==> src/rtl/bayer_mosaic_tx.sv <==
// bayer_mosaic_tx: RGB raster stream -> single-channel Bayer CFA stream.
// Row/column counters track the position of every accepted pixel, the CFA
// phase picks R, G or B, and one registered output stage presents the sample
// together with sof/eol/eof markers.
// Build option BAYER_MOSAIC_SKID_EN: a 2-entry skid buffer is inserted ahead
// of the output register, and in_ready then comes straight from a flop with
// no combinational path from out_ready.
//
// state    | meaning
// S_IDLE   | waiting for an in_sof pixel; pixels without sof are dropped
// S_ACTIVE | inside a frame; each accepted pixel advances row/col

module bayer_mosaic_tx #(
   parameter int pixelBitWidth = 12,
   parameter int IMG_WIDTH     = 640,
   parameter int IMG_HEIGHT    = 480,
   parameter int PATTERN       = 0
) (
   input  logic                     clk,
   input  logic                     rst,
   input  logic                     in_valid,
   output logic                     in_ready,
   input  logic                     in_sof,
   input  logic [pixelBitWidth-1:0] in_r,
   input  logic [pixelBitWidth-1:0] in_g,
   input  logic [pixelBitWidth-1:0] in_b,
   output logic                     out_valid,
   input  logic                     out_ready,
   output logic [pixelBitWidth-1:0] out_pixel,
   output logic [1:0]               out_color,
   output logic                     out_sof,
   output logic                     out_eol,
   output logic                     out_eof,
   input  logic                     err_clr,
   output logic                     err_sof,
   output logic                     err_drop
);

   localparam int CW = $clog2(IMG_WIDTH);
   localparam int RW = $clog2(IMG_HEIGHT);
   localparam logic [CW-1:0] COL_LAST = CW'(IMG_WIDTH - 1);
   localparam logic [RW-1:0] ROW_LAST = RW'(IMG_HEIGHT - 1);
   localparam logic [1:0]    PAT_OFS  = 2'(PATTERN);

   typedef enum logic {S_IDLE, S_ACTIVE} state_t;

   typedef struct packed {
      logic [pixelBitWidth-1:0] pixel;
      logic [1:0]               color;
      logic                     sof;
      logic                     eol;
      logic                     eof;
   } sample_t;

   state_t          state;
   logic [CW-1:0]   col;
   logic [RW-1:0]   row;
   logic            accept;
   logic            emit;
   logic            ev_drop;
   logic            ev_sof;
   logic [CW-1:0]   pos_col;
   logic [RW-1:0]   pos_row;
   logic [1:0]      phase;
   sample_t         new_s;
   sample_t         out_q;
   logic            out_valid_q;

   assign accept  = in_valid & in_ready;
   assign ev_drop = accept & ~in_sof & (state == S_IDLE);
   assign ev_sof  = accept &  in_sof & (state == S_ACTIVE);
   assign emit    = accept & (in_sof | (state == S_ACTIVE));

   // A sof pixel always lands at (0,0), whatever the counters say.
   assign pos_col = in_sof ? '0 : col;
   assign pos_row = in_sof ? '0 : row;
   assign phase   = {pos_row[0], pos_col[0]} ^ PAT_OFS;

   // Build the CFA sample for the pixel currently offered at the input.
   always_comb begin
      new_s       = '0;
      new_s.color = phase;
      new_s.sof   = (pos_row == '0) && (pos_col == '0);
      new_s.eol   = (pos_col == COL_LAST);
      new_s.eof   = (pos_col == COL_LAST) && (pos_row == ROW_LAST);
      case (phase)
         2'b00:   new_s.pixel = in_r;
         2'b11:   new_s.pixel = in_b;
         default: new_s.pixel = in_g;
      endcase
   end

   // Frame FSM and position counters; counters return to 0 after the last pixel.
   always_ff @(posedge clk or posedge rst) begin
      if (rst) begin
         state <= S_IDLE;
         col   <= '0;
         row   <= '0;
      end else if (emit) begin
         if (pos_col == COL_LAST) begin
            col <= '0;
            if (pos_row == ROW_LAST) begin
               row   <= '0;
               state <= S_IDLE;
            end else begin
               row   <= pos_row + RW'(1);
               state <= S_ACTIVE;
            end
         end else begin
            col   <= pos_col + CW'(1);
            row   <= pos_row;
            state <= S_ACTIVE;
         end
      end
   end

   // Sticky error flags; a new error event in the clear cycle keeps the flag set.
   always_ff @(posedge clk or posedge rst) begin
      if (rst) begin
         err_sof  <= 1'b0;
         err_drop <= 1'b0;
      end else begin
         if (err_clr) begin
            err_sof  <= 1'b0;
            err_drop <= 1'b0;
         end
         if (ev_sof) begin
            err_sof <= 1'b1;
         end
         if (ev_drop) begin
            err_drop <= 1'b1;
         end
      end
   end

`ifdef BAYER_MOSAIC_SKID_EN

   sample_t         skid_mem [2];
   logic            skid_rd;
   logic            skid_wr;
   logic [1:0]      skid_cnt;
   logic [1:0]      skid_cnt_nxt;
   logic            ready_q;
   logic            load;
   logic            pop;
   logic            push;

   assign in_ready = ready_q;

   // The output register reloads whenever it is empty or being consumed.
   // With an empty skid the new sample bypasses straight into it.
   assign load         = ~out_valid_q | out_ready;
   assign pop          = load & (skid_cnt != 2'd0);
   assign push         = emit & ~(load & (skid_cnt == 2'd0));
   assign skid_cnt_nxt = skid_cnt + {1'b0, push} - {1'b0, pop};

   // Skid storage; contents are don't-care while the entry is empty.
   always_ff @(posedge clk) begin
      if (push) begin
         skid_mem[skid_wr] <= new_s;
      end
   end

   // Skid pointers, fill level and the registered ready.
   always_ff @(posedge clk or posedge rst) begin
      if (rst) begin
         skid_rd  <= 1'b0;
         skid_wr  <= 1'b0;
         skid_cnt <= 2'd0;
         ready_q  <= 1'b1;
      end else begin
         if (push) begin
            skid_wr <= ~skid_wr;
         end
         if (pop) begin
            skid_rd <= ~skid_rd;
         end
         skid_cnt <= skid_cnt_nxt;
         ready_q  <= (skid_cnt_nxt != 2'd2);
      end
   end

   // Output register: oldest skid entry first, otherwise the bypassed sample.
   always_ff @(posedge clk or posedge rst) begin
      if (rst) begin
         out_valid_q <= 1'b0;
         out_q       <= '0;
      end else if (load) begin
         if (skid_cnt != 2'd0) begin
            out_valid_q <= 1'b1;
            out_q       <= skid_mem[skid_rd];
         end else begin
            out_valid_q <= emit;
            if (emit) begin
               out_q <= new_s;
            end
         end
      end
   end

`else

   assign in_ready = ~out_valid_q | out_ready;

   // Single output register; holds its contents while stalled.
   always_ff @(posedge clk or posedge rst) begin
      if (rst) begin
         out_valid_q <= 1'b0;
         out_q       <= '0;
      end else if (in_ready) begin
         out_valid_q <= emit;
         if (emit) begin
            out_q <= new_s;
         end
      end
   end

`endif

   assign out_valid = out_valid_q;
   assign out_pixel = out_q.pixel;
   assign out_color = out_q.color;
   assign out_sof   = out_q.sof;
   assign out_eol   = out_q.eol;
   assign out_eof   = out_q.eof;

endmodule

==> config.mk <==
export PLATFORM = sky130hd
export DESIGN_NAME = bayer_mosaic_tx
export DESIGN_NICKNAME = d
export VERILOG_FILES = /design/src/rtl/bayer_mosaic_tx.sv
export SDC_FILE = /design/constraint.sdc
export NUM_CORES = 1
export LEC_CHECK = 0
export ABC_AREA = 1
export BUFFER_PORTS_ARGS = -buffer_cell sky130_fd_sc_hd__buf_2
export CAP_MARGIN = 0
export CORE_MARGIN = 4
export CORE_UTILIZATION = 53
export DETAILED_ROUTE_END_ITERATION = 16
export MAX_ROUTING_LAYER = met4
export PLACE_DENSITY = 0.8
export SLEW_MARGIN = 20
export SYNTH_ARGS = -nofsm -noshare
export SYNTH_HDL_FRONTEND = slang
export SYNTH_SLANG_ARGS = --single-unit
==> constraint.sdc <==
create_clock -name clk -period 2.1 [get_ports clk]
set_input_delay 0.42 -clock clk [delete_from_list [all_inputs] [get_ports clk]]
set_output_delay 0.42 -clock clk [all_outputs]
set_load 0.05 [all_outputs]
After elaboration in Yosys (flattened, before gate mapping)
Index checks and enable logic that the tools add are counted.
{"block": "op_classes", "addsub": 2, "n_eq_ne": 3, "muxes": 11, "bitwise_logic": 11, "n_reduce_logical": 8}
{"operator": "two-way mux 9 bit", "count": 3}
{"operator": "one-hot mux 12 bit (2 select lines)", "count": 1}
{"operator": "two-way mux 10 bit", "count": 2}
{"operator": "adder 10 x 1 -> 10 bit, second input constant", "count": 1}
{"operator": "equality test 10 bit, second input constant", "count": 1}
{"operator": "logical NOT 10 bit", "count": 1}
{"operator": "adder 9 x 1 -> 9 bit, second input constant", "count": 1}
{"operator": "equality test 9 bit, second input constant", "count": 1}
{"operator": "logical NOT 9 bit", "count": 1}
{"operator": "bitwise AND 1 bit", "count": 6}
{"operator": "two-way mux 1 bit", "count": 5}
{"operator": "nonzero test 2 bit", "count": 2}
{"operator": "inverter 1 bit", "count": 3}
{"operator": "equality test 2 bit, second input constant", "count": 1}
{"operator": "logical AND 1 bit", "count": 2}
{"operator": "logical NOT 2 bit", "count": 1}
{"operator": "OR 1 bit", "count": 2}
{"operator": "AND reduction 2 bit", "count": 1}
{"block": "word_totals", "ff_bits": 40, "elab_cells": 46}

Logic depth before layout (Yosys ltp)
{"block": "depth", "ltp_word": 6, "depth_mapped": 13, "mapped_depth_nobuf": 11}

Least setup slack after synthesis
Ideal clock, no wire load.
{"block": "synth_path", "path_kind": "reg-to-reg", "from": "register out_valid_q (netlist: out_valid)", "to": "register row[1]", "setup_ns": 0.121, "t_arrival_ns": 1.931, "required_time_ns": 1.979, "setup_slack_ns": 0.047, "path_stages_with_launch": 8, "cell_sequence": "dfrtp_1 > nand2_1 > nand2_1 > a21oi_2 > inv_2 > buf_2 > a22oi_1 > nand2_1"}
{"block": "synth_via", "elab_chain_cells": 4}
{"element": "start: declaration", "line": "67", "rtl": "logic out_valid_q;"}
{"element": "start signal: assignment", "line": "211", "rtl": "out_valid_q <= emit;"}
{"element": "inverter 1 bit", "line": "203", "rtl": "assign in_ready = ~out_valid_q | out_ready;"}
{"element": "OR 1 bit", "line": "203"}
{"element": "via in_ready", "line": "22", "rtl": "output logic in_ready,"}
{"element": "bitwise AND 1 bit", "line": "69", "rtl": "assign accept = in_valid & in_ready;"}
{"element": "bitwise AND 1 bit", "line": "72", "rtl": "assign emit = accept & (in_sof | (state == S_ACTIVE));"}
{"element": "end signal: assignment", "line": "106", "rtl": "row <= pos_row + RW'(1);"}
{"element": "end signal: assignment", "line": "111", "rtl": "row <= pos_row;"}
{"element": "end: declaration", "line": "57", "rtl": "logic [RW-1:0] row;"}
The timed path passes the listed nets, and every way through them passes these cells.
A chain may end at the register's enable or synchronous reset.

Worst setup path in the final report
{"block": "layout_path", "from": "register col[6]", "to": "register row[2]"}
{"block": "layout_via", "elab_chain_cells": 3}
{"element": "start: declaration", "line": "56", "rtl": "logic [CW-1:0] col;"}
{"element": "start signal: assignment", "line": "110", "rtl": "col <= pos_col + CW'(1);"}
{"element": "two-way mux 10 bit", "line": "75", "rtl": "assign pos_col = in_sof ? '0 : col;"}
{"element": "equality test 10 bit", "line": "100", "rtl": "if (pos_col == COL_LAST) begin"}
{"element": "two-way mux 9 bit", "line": "100"}
Every way passes these cells.

==> run_results.csv <==
group,metric,value,unit
sta,holdWs,0.2315,ns
sta,fin_crit,1.725,ns
clocking,ctsHoldBuffers,0,
place,hpwlAfterDp,4843,um
outcome,outcome,"finished clean",
logic_synthesis,synth_area,0.002367,mm^2
logic_synthesis,synth_commonest_cells,"nand2_1, dfrtp_1, o21ai_0, nor2_1, inv_1",
global_route,antenna_found_initial,0,
critical_path,r2r_start,"col[6]",
logic_synthesis,syn-num-nets,373,
die,die_area,0.005600,mm^2
global_route,grt_max_degree,41,
cells_and_area,syn_to_final_growth,23.36,%
critical_path,cp-start-kind,"flip-flop",
power,ir_drop,0.0006532,V
sta,post-route-period-util,0.8216,
flow_run,drv_cap,0,
routing,ant_nets,0,
routing,drt-initial-drc-count,176,
routing,route.vias.total,2452,
critical_path,critPathMaxStageDelay,0.40,ns
hold_path,min_path_type,"in -> async",
routing,via_per_inst,5.437,
cells_and_area,drive_gt1_frac,0.2281,
critical_path,worstSetupPathType,"reg -> reg",
clocking,htreeDepth,2,
logic_synthesis,synthFlopType,"dfrtp_1",
routing,drcViolationCount,0,
routing,routed_wl,6471,um
die,fp.dieW,74.83,um
logic_synthesis,ys_types,31,
sta,final-setup-viol-count,0,
die,start_util,0.5475,
critical_path,worstPathCellList,"inv_1, nor2_1, nand4_1, nand2_1, inv_1, o21ai_1, nand2_1",
logic_synthesis,synth_most_common_cell,"nand2_1",
critical_path,critPathSlowestCell,"dfrtp_1",
cells_and_area,fin_nets,444,
sta,maxSlewHeadroom,0.6055,
critical_path,end_kind,"flip-flop",
sta,max_freq,579.6,MHz
clocking,cts_root_buffer,"clkbuf_8",
global_route,grt_pass1_vias,2465,
die,row_count,24,
clocking,ctsResizeCount,0,
die,ioPinCount,63,
logic_synthesis,synthArstFlopShare,1.000,
critical_path,cp_max_fo,5,
cells_and_area,n_fill_cell,378,
critical_path,arrival,1.90,ns
clocking,post_cts_buffers,0,
place,gp_congestion,0.9517,
critical_path,endpoint,"row[2]",
power,power_density,925.9,mW/mm^2
logic_synthesis,synth-seq-area-share,0.4228,
logic_synthesis,synth_top_area_share,0.4228,
logic_synthesis,synth_edf_count,0,
sta,finalMaxSlewViolations,0,
logic_synthesis,ys_seq_elements,40,
routing,drt-pass1-iter-count,5,
logic_synthesis,yosysWarnings,0,
clocking,clkTransAtPathRegs,0.08,ns
sta,final-hold-violation-count,0,
critical_path,r2r-end,"row[2]",
die,die_h,74.83,um
sta,rsz0062_at_grt,"no",
sta,finalSetupTns,0,ns
logic_synthesis,yosysTopAreaCell,"dfrtp_1",
sta,tightest_slew,0.5909,ns
routing,routedWlPerCell,14.35,um
logic_synthesis,syn_inst,328,
power,p_leak,0.001548,uW
critical_path,required,2.28,ns
clocking,clock_latency,0.29,ns
critical_path,crit_path_start,"col[6]",
cells_and_area,antenna_cells,0,
critical_path,r2r_slack,0.37,ns
die,core_area,0.004324,mm^2
place,portBuffers,62,
clocking,cts_sinks,40,
global_route,grt_pass1_wl,11160,um
sta,skew,0.009385,ns
critical_path,reg2reg_depth,7,
clocking,ctsLongestPathBuffers,2,
global_route,grt-ovfl-total,0,
logic_synthesis,synth_area_leaders,"dfrtp_1, nand2_1, o21ai_0",
clocking,tritoncts,"built",
clocking,numCtsBuffers,5,
logic_synthesis,syn_avg_cell_area,7.217,um^2
global_route,grt_usage,0.2672,
[registers in the layout, summed over array words and instances (netlist names), 2 cells and up]
signal / count
row: 9
out_pixel: 12
out_color: 2
col: 10
[final cells by class]
| cell class | instances | area [um^2] | share of cell area |
|---|---|---|---|
| clock buffer | 5 | 68.82 | 0.02356 |
| inverter | 35 | 133.9 | 0.04584 |
| tap | 52 | 65.06 | 0.02228 |
| timing repair buffer | 76 | 415.4 | 0.1422 |
| multi-input combinational | 241 | 1176 | 0.4027 |
| clock inverter | 2 | 60.06 | 0.02057 |
| sequential | 40 | 1001 | 0.3428 |
[worst min-delay path by stage]
stage	from	endpoint	slack, ns	depth (start not counted)
2_1_floorplan	state	err_drop	0.45	1
3_3_place_gp	out_sof	out_sof	0.46	2
3_5_place_dp	out_sof	out_sof	0.46	2
4_1_cts	rst	out_valid	0.25	3
5_1_grt	rst	out_pixel[1]	0.28	3
6_report	rst	out_valid	0.23	3
[report_power, final]
group	total (uW)	internal (uW)	switching, uW
clock network	739	468	271
registers	994	910	83.6
logic	972	256	716
[layout by cell type (no fill, tap or decap), types with 2 or more instances in the layout]
master     synthesis  layout
a22oi_1            2       2
clkbuf_8           0       5
buf_2              3      62
nand3_1           23      23
o21a_1             3       3
ha_1               3       3
nand3b_1           2       2
inv_1             33      33
a21oi_1            4       4
nand4_1           10      10
a22o_1            11      11
dfrtp_1           40      40
o32ai_1            2       2
o21ai_0           37      37
nand2_2            2       2
bufinv_16          0       2
nand2_1           93      93
o21ai_1            5       5
nor2_1            34      34
buf_4              0      14
[worst max-delay path: cells and delay by family (launching register included)]
kind | cells | cell delay, ns
DFF | 1 | 0.40
AOI/OAI and AO/OA | 1 | 0.18
buffers and inverters | 2 | 0.22
and+or+nand+nor | 4 | 0.81
[routing by layer]
layer	part of all wire	track usage
met3	0.054	0.03338
met5	0	-
met1	0.44	0.3429
met4	0.018	0.1126
met2	0.49	0.4255
[cells by family (layout without fill, tap and decap cells)]
logic type,after synthesis,after routing,synth area share
AOI/OAI and AO/OA,68,68,0.1739
adders and majority gates,3,3,0.01586
buffers and inverters,47,118,0.08034
DFF,40,40,0.4228
and+or+nand+nor,170,170,0.3071
[per-stage QoR]
| stage | instances | setup slack, ns | util | power, uW | instance area (um^2) |
|---|---|---|---|---|---|
| after floorplan | 328 | 0.04711 | - | 1709 | 2367 |
| after global placement | 444 | 0.1198 | 0.6455 | 1969 | 2791 |
| after detailed placement | 444 | 0.1038 | 0.6455 | 1982 | 2791 |
| after CTS | 451 | 0.3706 | 0.6753 | 2724 | 2920 |
| after global routing | 451 | 0.1940 | 0.6753 | 2836 | 2920 |
| final | 451 | 0.3746 | 0.6753 | 2704 | 2920 |
Note: power is estimated with default switching activity, not from simulation.
